===== config.mk =====
export PLATFORM = sky130hd
export DESIGN_NAME = alu_issue_unit
export DESIGN_NICKNAME = d
export VERILOG_FILES = /design/src/rtl/alu_issue_unit.sv
export SDC_FILE = /design/constraint.sdc
export NUM_CORES = 1
export LEC_CHECK = 0
export CAP_MARGIN = 20
export CELL_PAD_IN_SITES_DETAIL_PLACEMENT = 2
export CELL_PAD_IN_SITES_GLOBAL_PLACEMENT = 2
export CORE_ASPECT_RATIO = 2
export CORE_MARGIN = 2
export CORE_UTILIZATION = 29
export CTS_BUF_LIST = sky130_fd_sc_hd__clkbuf_16
export DETAILED_ROUTE_END_ITERATION = 12
export PLACE_DENSITY = 0.8
export RECOVER_POWER = 50
export SLEW_MARGIN = 20
export SYNTH_ARGS = -nofsm -noshare
export SYNTH_HDL_FRONTEND = slang
export SYNTH_SLANG_ARGS = --single-unit

===== constraint.sdc =====
create_clock -name clk -period 1.5 [get_ports clk]
set_clock_uncertainty 0.15 [all_clocks]
set_input_delay 0.375 -clock clk [delete_from_list [all_inputs] [get_ports clk]]
set_output_delay 0.375 -clock clk [all_outputs]
set_load 0.02 [all_outputs]

===== src/rtl/alu_issue_unit.sv =====
// alu_issue_unit: two-state issue FSM feeding an external ALU from a 4-entry register file
module alu_issue_unit #(
    parameter int WIDTH = 4,
    parameter int NREG  = 4
) (
    input  logic             clk,
    input  logic             rst_n,
    input  logic             in_valid,
    output logic             in_ready,
    input  logic [3:0]       in_op,
    input  logic [1:0]       in_rd,
    input  logic [1:0]       in_rs1,
    input  logic [1:0]       in_rs2,
    input  logic             ld_en,
    input  logic [1:0]       ld_addr,
    input  logic [WIDTH-1:0] ld_data,
    output logic [WIDTH-1:0] alu_a,
    output logic [WIDTH-1:0] alu_b,
    output logic [3:0]       alu_sel,
    input  logic [WIDTH-1:0] alu_c,
    output logic             done,
    output logic [WIDTH-1:0] result,
    output logic             zero,
    output logic [7:0]       icount,
    input  logic [1:0]       dbg_addr,
    output logic [WIDTH-1:0] dbg_data
);
    typedef enum logic {IDLE, EXEC} state_t;
    state_t state_q, state_d;
    logic [WIDTH-1:0] regs_q [NREG];
    logic [WIDTH-1:0] regs_d [NREG];
    logic [WIDTH-1:0] alu_a_q, alu_a_d, alu_b_q, alu_b_d, result_q, result_d;
    logic [3:0] alu_sel_q, alu_sel_d;
    logic [1:0] rd_q, rd_d;
    logic done_q, done_d, zero_q, zero_d;
    logic [7:0] icount_q, icount_d;
    always_comb begin
        state_d   = state_q;
        regs_d    = regs_q;
        alu_a_d   = alu_a_q;
        alu_b_d   = alu_b_q;
        alu_sel_d = alu_sel_q;
        rd_d      = rd_q;
        result_d  = result_q;
        zero_d    = zero_q;
        icount_d  = icount_q;
        done_d    = 1'b0;
        if (ld_en) regs_d[ld_addr] = ld_data;
        if (state_q == IDLE) begin
            if (in_valid) begin
                alu_a_d   = regs_q[in_rs1];
                alu_b_d   = regs_q[in_rs2];
                alu_sel_d = in_op;
                rd_d      = in_rd;
                state_d   = EXEC;
            end
        end else begin
            // writeback after the load so it wins on an address collision
            regs_d[rd_q] = alu_c;
            result_d     = alu_c;
            zero_d       = (alu_c == '0);
            icount_d     = icount_q + 8'd1;
            done_d       = 1'b1;
            state_d      = IDLE;
        end
    end
    always_ff @(posedge clk) begin
        if (!rst_n) begin
            state_q   <= IDLE;
            regs_q    <= '{default: '0};
            alu_a_q   <= '0;
            alu_b_q   <= '0;
            alu_sel_q <= '0;
            rd_q      <= '0;
            result_q  <= '0;
            zero_q    <= 1'b1;
            icount_q  <= '0;
            done_q    <= 1'b0;
        end else begin
            state_q   <= state_d;
            regs_q    <= regs_d;
            alu_a_q   <= alu_a_d;
            alu_b_q   <= alu_b_d;
            alu_sel_q <= alu_sel_d;
            rd_q      <= rd_d;
            result_q  <= result_d;
            zero_q    <= zero_d;
            icount_q  <= icount_d;
            done_q    <= done_d;
        end
    end
    assign in_ready = (state_q == IDLE);
    assign alu_a    = alu_a_q;
    assign alu_b    = alu_b_q;
    assign alu_sel  = alu_sel_q;
    assign done     = done_q;
    assign result   = result_q;
    assign zero     = zero_q;
    assign icount   = icount_q;
    assign dbg_data = regs_q[dbg_addr];
endmodule


Word-level counts from Yosys, hierarchy flattened
Cells that the tools add are included.
- register bits: 45
- latch bits: 0
- memory bits (writable): 0
- memory bits (read-only): 0
- input port bits: 26
- memories: 0
- add/subtract/negate cells: 1
- multiply operators: 0
- div/mod/pow operators: 0
- $lt $le $gt $ge: 7
- equality and inequality tests: 0
- shift-type cells: 0
- muxes and demuxes: 19
- bitwise gates (word level): 7
- reduce and logical (&&, ||, !) cells: 5
- operators by type and width (kind ; number):
    16-bit bitwise mux ; 2
    16-bit 2-to-1 mux ; 2
    4-bit 2-to-1 mux ; 8
    4-bit binary-select mux with 2-bit select ; 3
    4-bit demux with 2-bit select ; 2
    3-bit >= comparator (second input constant) ; 5
    2-bit inverter with 3-bit output ; 5
    8-bit by 1-bit adder with 8-bit output (second input constant) ; 1
    3-bit by 1-bit less-than comparator with 1-bit output (second input constant) ; 2
    4-bit logical NOT ; 1
    1-bit logical AND ; 2
    1-bit 2-to-1 mux ; 2
    1-bit inverter ; 2
    2-bit AND reduction ; 1
    2-bit OR reduction ; 1

Logic depth before layout (Yosys ltp)
- depth after elaboration: 9
- mapped depth: 6

Worst setup path before layout
No wires, ideal clock.
- kind: input -> register
- from: in ld_addr[1]
- to: reg regs_q[12] (netlist name)
- setup time: 0.127 ns
- data arrival time: 1.180 ns
- slack: 0.043 ns
- stages: 4
- path buffers: 1
- cells stage by stage: or3b_2 > clkbuf_2 > mux2i_1 > a21oi_1
- cells in the longest elaborated chain, start to end: 9
- ends and longest elaborated chain (what ; line ; RTL):
    from (decl) ; 15 ; input logic [1:0] ld_addr,
    2-bit inverter with 3-bit output (not written as such) (*) ; 48 ; if (ld_en) regs_d[ld_addr] = ld_data;
    3-bit >= comparator (not written as such) / 3-bit by 1-bit less-than comparator with 1-bit output (equally long branches) ; 48 ;
    1-bit logical AND (not written as such) ; 48 ;
    4-bit 2-to-1 mux (not written as such) ; 48 ;
    4-bit demux with 2-bit select (*) ; 48 ;
    16-bit bitwise mux (*) ; 48 ;
    16-bit 2-to-1 mux (*) ; 48 ;
    16-bit bitwise mux ; 59 ; regs_d[rd_q] = alu_c;
    16-bit 2-to-1 mux (*) ; 49 ; if (state_q == IDLE) begin
    to (signal assigned) ; 81 ; regs_q <= regs_d;
    to (decl) ; 30 ; logic [WIDTH-1:0] regs_q [NREG];
Mark *: on every way between the ends. The rest lies on a longest branch, timed or not.
A chain may end at the register's enable or synchronous reset.

Worst setup path after layout
- from: reg regs_q[2] (netlist name)
- to: out dbg_data[2]
- cells in the longest elaborated chain, start to end: 3
- ends and longest elaborated chain (what ; line ; RTL):
    4-bit binary-select mux with 2-bit select ; 100 ; assign dbg_data = regs_q[dbg_addr];
    4-bit 2-to-1 mux (not written as such) (2 in series) ; 100 ;
    to (decl) ; 26 ; output logic [WIDTH-1:0] dbg_data
Every way passes these cells. The select of a mux whose other input is x is not followed.

==> results.cfg <==
[outcome]
outcome = finished, violations left
violations = setup timing

[clocking]
clock_path_buffers = 2
clkLatencyLatePin_ns = 0.29
cts_buffers = 5
cts.clk_slew.worst_paths_ns = 0.06
cts.sinks = 45
cts-hold-fix-buffers = 0
cts_root_buffer = clkbuf_16
cts_max_level = 2
cts_tree = built

[floorplanning]
die_w_um = 64.4
row_count = 44
initial_utilization = 0.296
fp.coreArea_um2 = 7160
die_h_um = 125
dieArea_um2 = 8050
io_pins = 57

[drt]
drc_errors = 0
via_per_inst = 5.25
routed_wl_um = 9390
wl_per_cell_um = 22.6
vias = 2183
drtIter0Drc = 138
drt_first_pass_iters = 4
ant_nets = 0

[global_routing]
grt_first_pass_wirelength_um = 13500
antenna_found_initial = 0
grt_overflow = 0
grt_max_degree = 21
track_usage = 0.223
grt_pass1_vias = 2380

[power]
p_clk_frac = 0.357
p_int_mw = 2.15
p_sw_mw = 0.835
power_density_nw_per_um2 = 865
power_frac_comb = 0.210
ir_worst_vdd_mv = 0.937
switching_share = 0.280
p_seq_frac = 0.433
leakage_nw = 1.38

[synth]
ys_seq_area_frac = 0.425
synth_common_cells = dfxtp_1, mux2i_1, a21oi_1, o21ai_0, nand2_1
yosysWarnings = 0
netlist_instances = 220
yosysTopAreaCell = dfxtp_1
synth_area_um2 = 2120
synth.area.top_cells = dfxtp_1, mux2i_1, a21oi_1
ys_ff_latch = 45
synth_edf_count = 0
synth_top_cell_area_share = 0.425
async_flop_share = 0
syn-num-nets = 247
yosys_most_used_dff = dfxtp_1
synth_cell_types = 30
postSynthAreaPerCell_um2 = 9.63
yosysMostFrequentCell = dfxtp_1

[worst_hold_path]
whs_endpoint = alu_sel[1]
whs_path_depth = 2
hold_class = flop to flop
hp-start = alu_sel[1]

[sta]
timing_max_transition_violations_final = 0
rsz0062_at_grt = yes
setup_viol = 35
fin_ws_ns = -0.286
slew_headroom = 0.657
finalSetupTns_ns = -3.04
worst-slew-pin-transition_ns = 0.515
finalHoldViolCount = 0
min_period_ns = 1.79
max_freq_ghz = 0.560
finalCritPeriodShare = 1.19

[critical_path]
worstRegToRegCells = 7
crit_chain = mux4_2 -> buf_6
r2r_slack_ns = -0.13
critPathLaunchType = flop
crit_start = regs_q[2]
arrival_ns = 1.26
r2r_start = state_q
slowest_delay_ns = 0.48
cp.required_ns = 0.97
r2r_end = rd_q[0]
crit_path_max_fanout = 2
critPathTopFamily = multiplexers
crit_path_end_kind = primary output
slowest_stage = mux4_2
crit_type = flop to primary output
path_buf_inv = 1

[place]
hpwl_um = 6090
place_congestion = 0.889
dp.cells = 397
port_buffers = 56

[finish]
stdcell_count = 416
fin_nets = 351
drive_gt1_frac = 0.380
n_antenna_cell = 0
syn_to_final_growth_pct = 63.0

[flow_run]
drv_cap = 0
kinds of logic after synthesis:
family	after synthesis	share of synthesized area
DFF	45	0.425
adders and majority gates	1	0.00591
buffers and inverters	19	0.0431
xor gates and xnor gates	4	0.0165
muxes	42	0.222
AOI/OAI and AO/OA	52	0.143
and+or+nand+nor	57	0.144
area by class of cell:
class | count | area, um^2
fillers | 760 | 3700
multi-input cells | 156 | 1320
repair buffers | 114 | 962
flip-flops and latches | 45 | 915
clock buffers | 5 | 125
well taps | 92 | 115
clock inverters | 2 | 7.51
inverters | 2 | 7.51
placed cells by master, fill, tap and decap left out, types with 6 or more instances in the layout:
cell type / Yosys / final
nand2_1: 15 / 11
clkdlybuf4s15_1: 0 / 14
o21ai_0: 19 / 11
dfxtp_2: 0 / 11
o21ai_1: 0 / 7
mux2i_1: 38 / 37
a21oi_2: 0 / 8
nand3_1: 13 / 6
nor2_1: 11 / 11
buf_4: 0 / 47
buf_6: 2 / 10
clkbuf_1: 8 / 10
o221ai_2: 2 / 7
clkdlybuf4s50_1: 0 / 19
a21oi_1: 25 / 17
dfxtp_1: 45 / 34
per-stage QoR:
stage	hold WS (ns)	cell area [um^2]	util	worst slack, ns	power [mW]
3_3_place_gp	0.293	3080	0.430	-1.08	1.82
4_1_cts	0.323	3340	0.467	-0.292	2.93
3_5_place_dp	0.308	3080	0.430	-1.07	1.85
2_1_floorplan	0.316	2120	-	0.0430	1.55
6_report	0.333	3450	0.483	-0.286	2.99
5_1_grt	0.364	3450	0.483	-0.313	3.09
worst max path at each step:
stage	end	cells after the start	slack (ns)
2_1_floorplan	regs_q[12]	4	0.04
3_3_place_gp	dbg_data[1]	3	-1.08
3_5_place_dp	dbg_data[0]	3	-1.07
4_1_cts	dbg_data[1]	2	-0.29
5_1_grt	dbg_data[2]	2	-0.31
6_report	dbg_data[2]	2	-0.29
routing by layer:
metal	vias to the layer above	share of wire	global-route usage
met3	15	0.045	0.0425
li1	1008	-	-
met2	77	0.57	0.422
met5	-	0	0
met4	0	0.017	0.0613
met1	1083	0.37	0.244
power groups by stage:
stage / clock [mW] / combinational (mW) / sequential, mW
2_1_floorplan: 0 / 0.212 / 1.34
3_3_place_gp: 0 / 0.514 / 1.30
3_5_place_dp: 0 / 0.544 / 1.31
4_1_cts: 1.07 / 0.570 / 1.29
5_1_grt: 1.13 / 0.662 / 1.30
6_report: 1.07 / 0.626 / 1.29
timing repair:
item,4_1_cts,5_1_grt
pin swaps,8,15
setup endpoints to repair,62,50
gates resized for setup,107,67
setup buffers,8,4
worst register-to-register path: stages (launching register included):
cell and delay, ns:
dfxtp_1 0.36, clkbuf_2 0.17, buf_6 0.13, buf_6 0.11, nor2b_4 0.21, buf_6 0.19, nand2_4 0.06, a21oi_2 0.17
sequential cells by signal, summed over array words and instances, names as in the netlist:
register  count
state_q       1
alu_b         4
result        4
zero          1
alu_sel       4
regs_q       16
icount        8
rd_q          2
done          1
alu_a         4
(Power assumes the default switching activity.)
